File: config.mk
export PLATFORM = sky130hd
export DESIGN_NAME = axis_slave_fifo
export DESIGN_NICKNAME = d
export VERILOG_FILES = /design/src/rtl/axis_slave_fifo_pkg.sv /design/src/rtl/axis_fifo_mem.sv /design/src/rtl/axis_slave_fifo.sv
export SDC_FILE = /design/constraint.sdc
export NUM_CORES = 1
export LEC_CHECK = 0
export BUFFER_PORTS_ARGS = -buffer_cell sky130_fd_sc_hd__buf_4
export CAP_MARGIN = 20
export CORE_ASPECT_RATIO = 0.8
export CORE_MARGIN = 4
export CORE_UTILIZATION = 65
export CTS_CLUSTER_SIZE = 24
export DETAILED_ROUTE_END_ITERATION = 12
export PLACE_DENSITY_LB_ADDON = 0.1
export SETUP_SLACK_MARGIN = 0.1
export SYNTH_ARGS = -nofsm -noshare
export SYNTH_HDL_FRONTEND = slang
export SYNTH_SLANG_ARGS = --single-unit
File: constraint.sdc
create_clock -name clk -period 10.44 [get_ports clk]
set_input_delay 0.522 -clock clk [delete_from_list [all_inputs] [get_ports clk]]
set_output_delay 0.522 -clock clk [all_outputs]
set_load 0.005 [all_outputs]
File: src/rtl/axis_slave_fifo_pkg.sv
// rtl/axis_slave_fifo_pkg.sv - shared defaults and clog2 for the stream slave FIFO
// AXIS_PKT_COUNT_EN is left undefined by default; define it on the command line to enable packet mode.
package axis_slave_fifo_pkg;

  localparam int DEF_DATA_W = 8;
  localparam int DEF_DEPTH  = 16;

  function automatic int clog2(input int value);
    int result;
    int v;
    result = 0;
    v = value - 1;
    while (v > 0) begin
      result = result + 1;
      v = v >> 1;
    end
    return result;
  endfunction

endpackage

File: src/rtl/axis_fifo_mem.sv
// rtl/axis_fifo_mem.sv - dual-port register array, synchronous write, asynchronous read
// The array has no reset; the top masks stale contents through valid_out.
module axis_fifo_mem #(
  parameter int WIDTH = 9,
  parameter int DEPTH = 16,
  parameter int AW    = 4
) (
  input  logic             clk,
  input  logic             wr_en,
  input  logic [AW-1:0]    wr_addr,
  input  logic [WIDTH-1:0] wr_data,
  input  logic [AW-1:0]    rd_addr,
  output logic [WIDTH-1:0] rd_data
);

  logic [WIDTH-1:0] mem [DEPTH];

  always_ff @(posedge clk) begin
    if (wr_en) begin
      mem[wr_addr] <= wr_data;
    end
  end

  assign rd_data = mem[rd_addr];

endmodule

File: src/rtl/axis_slave_fifo.sv
// rtl/axis_slave_fifo.sv - AXI-stream slave with show-ahead FIFO and level/status outputs
// Optional packet counting and store-and-forward under AXIS_PKT_COUNT_EN.
module axis_slave_fifo
  import axis_slave_fifo_pkg::*;
#(
  parameter int DATA_W = DEF_DATA_W,
  parameter int DEPTH  = DEF_DEPTH,
  parameter int CNT_W  = clog2(DEPTH) + 1
) (
  input  logic              clk,
  input  logic              reset_n,
  input  logic [DATA_W-1:0] data,
  input  logic              valid,
  input  logic              last,
  output logic              ready,
  input  logic              stop,
  output logic [DATA_W-1:0] data_out,
  output logic              last_out,
  output logic              valid_out,
  input  logic              read,
  output logic [CNT_W-1:0]  level,
  output logic              full,
`ifdef AXIS_PKT_COUNT_EN
  output logic [CNT_W-1:0]  pkt_count,
`endif
  output logic              empty
);

  localparam int AW = CNT_W - 1;

  logic [CNT_W-1:0] wr_ptr;
  logic [CNT_W-1:0] rd_ptr;
  logic             push;
  logic             pop;
  logic [DATA_W:0]  head;

  // Extra pointer MSB lets the plain difference span 0..DEPTH.
  assign level = wr_ptr - rd_ptr;
  assign full  = (level == CNT_W'(DEPTH));
  assign empty = (level == '0);

  assign ready = reset_n & ~stop & ~full;
  assign push  = valid & ready;
  assign pop   = valid_out & read;

  always_ff @(posedge clk or negedge reset_n) begin
    if (!reset_n) begin
      wr_ptr <= '0;
      rd_ptr <= '0;
    end else begin
      if (push) begin
        wr_ptr <= wr_ptr + CNT_W'(1);
      end
      if (pop) begin
        rd_ptr <= rd_ptr + CNT_W'(1);
      end
    end
  end

  axis_fifo_mem #(
    .WIDTH (DATA_W + 1),
    .DEPTH (DEPTH),
    .AW    (AW)
  ) u_mem (
    .clk     (clk),
    .wr_en   (push),
    .wr_addr (wr_ptr[AW-1:0]),
    .wr_data ({last, data}),
    .rd_addr (rd_ptr[AW-1:0]),
    .rd_data (head)
  );

`ifdef AXIS_PKT_COUNT_EN
  logic pkt_in;
  logic pkt_out;

  assign pkt_in  = push & last;
  assign pkt_out = pop & head[DATA_W];

  always_ff @(posedge clk or negedge reset_n) begin
    if (!reset_n) begin
      pkt_count <= '0;
    end else if (pkt_in && !pkt_out) begin
      pkt_count <= pkt_count + CNT_W'(1);
    end else if (pkt_out && !pkt_in) begin
      pkt_count <= pkt_count - CNT_W'(1);
    end
  end

  // The full term releases packets longer than DEPTH cut-through instead of deadlocking.
  assign valid_out = ~empty & ((pkt_count != '0) | full);
`else
  assign valid_out = ~empty;
`endif

  assign data_out = valid_out ? head[DATA_W-1:0] : '0;
  assign last_out = valid_out ? head[DATA_W] : 1'b0;

endmodule

==> results.md, run 1 <==
* # H-tree levels at 4
* Detailed Route WL at 12500 microns
* Vias/cell at 6.50
* Worst hold slack at 0.444 ns
* Drt drc at 0
* Clk sink count at 154
* Core Area at 9270 sq um
* CTS Buf Count at 17
* VDD IR-drop max at 0.000149 V
* Total gr overflow at 0
* Deepest clock path buffer count at 2
* Fmax at 226 MHz
* RSZ-0062 raised after global routing: false
* Commonest non-fill, non-tap cell in the layout: edfxtp_1
* Clock skew at 0.00766 ns
* Leak at 0.00257 uW
* Status: completed
* Most frequent cells in the layout: 144 x edfxtp_1, 36 x mux4_2, 35 x buf_4, 22 x and3_1, 21 x nand2_1
* CTS tree: built
* Antenna Diode Count at 0
* Arr. time, crit path at 3.90 ns
* Largest net degree at the start of global routing at 41
* Sequential area share after synthesis at 72.1%
* Port bufs at 31
* Final setup viols at 0
* CTS root buf: clkbuf_16
* Synthesized cell area at 6340 sq um
* Initial Util at 68.4%
* Final Cycle Share at 42.4%
* DP Wirelength at 7690 microns
* CP max-delay cell: dfrtp_1
* Hold buffer count at cts at 1
* Wire per inst at 25.2 microns
* First-pass GRT wire length at 19700 microns
* Worst skew pair latency at 0.41 ns
* Via Count at 3229
* Pre-antenna DRT Iters at 5
* Leading area contributor after synthesis: edfxtp_1
* Post-CTS sizing at 0
* Seq cells post-synth at 154
* Area share of the largest cell type after synthesis at 68.2%
* CP cell instances: inv_1 > ha_1 > a21oi_1 > nand4b_1 > a2bb2oi_2 > a211oi_1 > buf_4
* Nets at 393
* Synth cell types at 35
* Initial antenna violation count at 0
* Die width at 118 microns
* Die height at 96.4 microns
* Clock transition at the registers of the reported paths at 0.06 ns
* Synth area leaders: edfxtp_1 68%, mux4_2 13%, dfrtp_1 3.9%, and3_1 2.2%, ha_1 1.8%
* Max FO, Critical Path at 19
* WP data required at 9.92 ns
* Syn Area/Cell at 19.3 sq um
* Tmin final at 4.43 ns
* Number of DRC markers in iteration 0 at 400
* HP Class: input port to flip-flop
* Final Slew Violations at 0
* Number of synthesized flops with an enable pin at 144
* CP peak stage delay at 0.90 ns
* Tightest Pin Transition at 1.08 ns
* Tot GR Track Use at 24.5%
* # IOs at 32
* DIE AREA at 11400 sq um
* Pwr per Cell Area at 288 nW/um^2
* Top_reg_cell synth: edfxtp_1
* Area growth, synth to finish at 15.0%
* Remaining antenna violation count at 0
* Max-cap violations at 0
* Postcts setup bufs at 0
* CP startpoint kind: flip-flop
* # fillers at 485
* Fin. Hold Viols at 0
* Number of global-route vias before repair at 3280
* Rows at 31
* Relative slew slack at 27.5%
* Layout cells sized above 1 at 27.5%
* Setup TNS at 0 ns
* Crit path capture type: output pin
* Synth Instances at 329
* WS Path Type: flip-flop to output pin
* Gpl congestion at 0.796
* Warnings from Yosys at 0
* Post-synth ARST share at 6.49%
* Final non-filler cell total at 497
* Synth Net Count at 353
* Total placed cells including tap cells at 464
* Overall Power at 2100 uW
-- layer usage --
layer	GRT usage, %	up-vias	wire length [microns]
li1	-	1397	-
met1	35.8	1664	5490
met2	36.6	150	6040
met3	6.40	18	785
met4	9.06	0	225
met5	0	-	0
-- cells in the mapped netlist, types with 4 or more instances --
master and instances:
clkbuf_1 6, ha_1 9, edfxtp_1 144, dfrtp_1 10
xor2_1 6, buf_2 4, mux2i_1 9, nand2_1 21
a211oi_1 9, inv_1 7, nor2b_1 5, xnor2_1 5
mux4_2 36, nor2_1 4, buf_4 4, and3_1 22
-- worst max-delay path, delay by kind of cell (launching register included) --
kind | cells | cell delay (ns)
AO/OA/AOI/OAI | 3 | 1.06
flip-flops | 1 | 0.90
buffers and inverters | 2 | 0.77
adder cells (fa/ha/maj) | 1 | 0.51
AND/OR/NAND/NOR | 1 | 0.24
-- sequential cells by signal, indices dropped and copies added (netlist names) --
| signal | cells |
|---|---|
| wr_ptr | 5 |
| u_mem.mem | 144 |
| rd_ptr | 5 |
-- metrics by stage --
| stage | setup slack, ns | util, % | cell area, sq um |
|---|---|---|---|
| floorplan | 7.03 | - | 6340 |
| global placement | 6.54 | 71.9 | 6670 |
| detailed placement | 6.37 | 71.9 | 6670 |
| CTS | 5.99 | 78.7 | 7290 |
| global route | 5.70 | 78.7 | 7290 |
| finish | 6.01 | 78.7 | 7290 |
-- kinds of logic after synthesis --
| family | synth area share, % |
|---|---|
| AO/OA/AOI/OAI | 1.99 |
| XOR/XNOR | 1.52 |
| adder cells (fa/ha/maj) | 2.09 |
| buffers and inverters | 1.80 |
| flip-flops | 72.1 |
| multiplexers | 14.6 |
| AND/OR/NAND/NOR | 5.86 |
-- power by group --
| group | switching [uW] | internal, uW |
|---|---|---|
| logic | 355 | 353 |
| clock network | 223 | 411 |
| registers | 47.7 | 710 |
-- worst paths after layout --
kind | from | cells after the start | slack, ns | to
setup reg to reg | rd_ptr[2] | 7 | 6.34 | u_mem.mem[7][8]
hold reg to reg | rd_ptr[4] | 1 | 0.48 | rd_ptr[4]
hold / removal | read | 3 | 0.44 | rd_ptr[0]
min in group asynchronous | reset_n | 2 | 0.47 | rd_ptr[2]
setup / recovery | rd_ptr[2] | 7 | 6.01 | data_out[7]
max in group asynchronous | reset_n | 2 | 9.79 | rd_ptr[0]
-- layout make-up --
| cell class | count | area (sq um) | share of cell area, % |
|---|---|---|---|
| timing repair buffer | 36 | 273 | 3.74 |
| multi-input combinational | 152 | 1650 | 22.7 |
| clock buffer | 23 | 468 | 6.42 |
| tap | 115 | 144 | 1.97 |
| inverter | 8 | 30.0 | 0.412 |
| clock inverter | 9 | 148 | 2.02 |
| sequential | 154 | 4580 | 62.7 |
Power figures use the tool's default switching activity.
==> run 2: changes to the inputs <==
--- a/config.mk
+++ b/config.mk
@@ -9,7 +9,7 @@
 export CAP_MARGIN = 20
 export CORE_ASPECT_RATIO = 0.8
 export CORE_MARGIN = 4
-export CORE_UTILIZATION = 65
+export CORE_UTILIZATION = 55
 export CTS_CLUSTER_SIZE = 24
 export DETAILED_ROUTE_END_ITERATION = 12
 export PLACE_DENSITY_LB_ADDON = 0.1
==> constraint.sdc (replaced) <==
create_clock -name clk -period 3.8 [get_ports clk]
set_input_delay 0.19 -clock clk [delete_from_list [all_inputs] [get_ports clk]]
set_output_delay 0.19 -clock clk [all_outputs]
set_load 0.005 [all_outputs]
==> run 2 against run 1 <==
  * Global-route usage decreased by 3.9 points
  * Sequential share of layout area fell by 0.65 points
  * Non-clock buffer count is 5 higher
  * Setup slack got worse by 5.6 ns
  * Worst hold slack worse by 0.36 ns
  * Power grew to 2.8 times the previous value
  * Utilization down 12 points
  * Final cell count grew 6.8%
  * Largest power group unchanged
  * Clock-buffer cell count decreased by 6
  * Critical path depth unchanged
  * Highest routed layer unchanged
  * Via count shrank 0.84%
  * Sequential power rose to 2.7 times the previous value
==> results.md, run 2 (synthesized netlist as in run 1, its figures left out) <==
* Leak at 0.00259 uW (+0.62%)
* Largest regs: u_mem.mem: 144 flops, rd_ptr: 5 flops, wr_ptr: 5 flops
* Reg with most FFs: u_mem.mem
* Commonest non-fill, non-tap cell in the layout: edfxtp_1
* Final non-filler cell total at 531 (+6.8%)
* CP peak stage delay at 0.73 ns (-0.17 ns)
* Relative slew slack at 43.3% (+16 points)
* Drt drc at 0 (unchanged)
* Max FO, Critical Path at 12 (-7)
* Number of flip-flops in the largest register at 144 (unchanged)
* Setup TNS at 0 ns (unchanged)
* DIE AREA at 13300 sq um (+17%)
* Initial Util at 57.3% (-11 points)
* # IOs at 32 (unchanged)
* Number of DRC markers in iteration 0 at 353 (-12%)
* RR Startpoint: rd_ptr[3]
* Port bufs at 31 (unchanged)
* Wire per inst at 24.2 microns (-4.2%)
* Vias/cell at 6.03 (-7.2%)
* # fillers at 755 (+56%)
* Pwr per Cell Area at 790 nW/um^2 (+170%)
* Clock transition at the registers of the reported paths at 0.06 ns (about the same)
* Crit path capture type: flip-flop
* First-pass GRT wire length at 19600 microns (-0.87%)
* Register area at 4580 sq um (unchanged)
* Arr. time, crit path at 3.41 ns (-0.49 ns)
* Worst skew pair latency at 0.43 ns (+0.02 ns)
* CP cell instances: inv_1 > ha_1 > a21oi_1 > a21oi_1 > a211oi_4 > nand4b_1 > nor2b_1
* Fin. Hold Viols at 0 (unchanged)
* Remaining antenna violation count at 0 (unchanged)
* Fmax at 298 MHz
* Most common cell on crit path: a21oi_1
* DP Wirelength at 8200 microns (+6.6%)
* Worst hold slack at 0.0890 ns (-0.355 ns)
* WP data required at 3.85 ns (-6.07 ns)
* Core Area at 11100 sq um (+19%)
* Tmin final at 3.36 ns
* CP Buf/Inv Count at 1 (-1)
* Tightest Pin Transition at 0.849 ns (-0.235 ns)
* RSZ-0062 raised after global routing: false
* CTS tree: built
* Clk sink count at 154 (unchanged)
* Layout cells sized above 1 at 29.2% (+1.7 points)
* Total placed cells including tap cells at 497 (+7.1%)
* Antenna Diode Count at 0 (unchanged)
* Postcts setup bufs at 0 (unchanged)
* Die height at 104 microns (+8.0%)
* Nets at 398 (+1.3%)
* Total gr overflow at 0 (unchanged)
* CTS root buf: clkbuf_16
* Critical Path Sink: u_mem.mem[7][5]
* Final Cycle Share at 88.4%
* Pre-antenna DRT Iters at 6 (+1)
* # H-tree levels at 4 (unchanged)
* Deepest clock path buffer count at 2 (unchanged)
* Final setup viols at 0 (unchanged)
* CTS Buf Count at 17 (unchanged)
* Number of global-route vias before repair at 3200 (-2.4%)
* HP Class: input port to flip-flop
* Critical path origin: rd_ptr[3]
* Clock skew at 0.00808 ns (+0.000422 ns)
* Place WS at 0.515 ns (-5.86 ns)
* Family with the most delay on the worst path: simple AND/OR/NAND/NOR gates
* Rows at 34 (+9.7%)
* Detailed Route WL at 12800 microns (+2.4%)
* Die width at 128 microns (+8.1%)
* Area taken by multi-input logic gates at 1650 sq um (unchanged)
* CP max-delay cell: nor2b_1
* Via Count at 3202 (-0.84%)
* WP depth at 7 (unchanged)
* Max-cap violations at 0 (unchanged)
* Largest net degree at the start of global routing at 40 (-2.4%)
* Overall Power at 5820 uW (+180%)
* Gpl congestion at 0.856 (+7.5%)
* Worst r2r path cells at 7 (unchanged)
* Initial antenna violation count at 0 (unchanged)
* Final worst slack at 0.442 ns (-5.57 ns)
* Reg2reg end: u_mem.mem[7][5]
* Status: completed
* VDD IR-drop max at 0.000463 V (+210%)
* WS Path Type: flip-flop to flip-flop
* Area growth, synth to finish at 16.2%
* Flop-to-flop setup slack at 0.44 ns (-5.90 ns)
* Most frequent cells in the layout: 144 x edfxtp_1, 39 x buf_4, 36 x mux4_2, 22 x and3_1, 21 x nand2_1
* Final Slew Violations at 0 (unchanged)
* CP startpoint kind: flip-flop
* Tot GR Track Use at 20.6% (-3.9 points)
-- run 2: worst register-to-register path, cell delays in order, from the launching register on --
cell      delay, ns
dfrtp_1        0.54
inv_1          0.31
ha_1           0.49
a21oi_1        0.11
a21oi_1        0.38
a211oi_4       0.12
nand4b_1       0.31
nor2b_1        0.73
-- run 2: area by class of cell --
class / instances / share of cell area, %
well taps: 144 / 2.45
flip-flops and latches: 154 / 62.1
repair buffers: 41 / 4.26
multi-input cells: 152 / 22.4
clock inverters: 15 / 2.56
inverters: 8 / 0.408
clock buffers: 17 / 5.77
-- run 2: per-layer routing --
metal  vias to the layer above  global-route usage, %  part of all wire (%)
met3                        16                   5.08                   7.2
met2                       130                   29.5                    46
met1                      1644                   31.4                    46
met5                         -                      0                     0
met4                         0                   6.36                   1.2
li1                       1412                      -                     -
-- run 2: worst min-delay path by stage --
stage | slack, ns | cells past startpoint | endpoint | start
6_report | 0.09 | 1 | u_mem.mem[14][2] | data[2]
3_3_place_gp | 0.04 | 1 | wr_ptr[0] | reset_n
2_1_floorplan | -0.11 | 0 | rd_ptr[0] | reset_n
3_5_place_dp | 0.04 | 1 | wr_ptr[0] | reset_n
5_1_grt | 0.09 | 1 | u_mem.mem[13][2] | data[2]
4_1_cts | 0.08 | 1 | u_mem.mem[14][2] | data[2]
-- run 2: metrics by stage --
step	cell area (sq um)	utilization (%)
5_1_grt	7370	66.6
4_1_cts	7360	66.5
3_3_place_gp	6730	60.9
3_5_place_dp	6730	60.9
6_report	7370	66.6
2_1_floorplan	6340	-
-- run 2: power by group --
group | internal (uW) | switching (uW) | total [uW]
Combinational | 990 | 1050 | 2040
Sequential | 1950 | 84.8 | 2040
Clock | 1050 | 706 | 1750
Total | 3990 | 1840 | 5820
-- run 2: repair_timing --
item,4_1_cts,5_1_grt
hold endpoints to repair,10,0
hold buffers,1,0
gates resized for setup,0,0
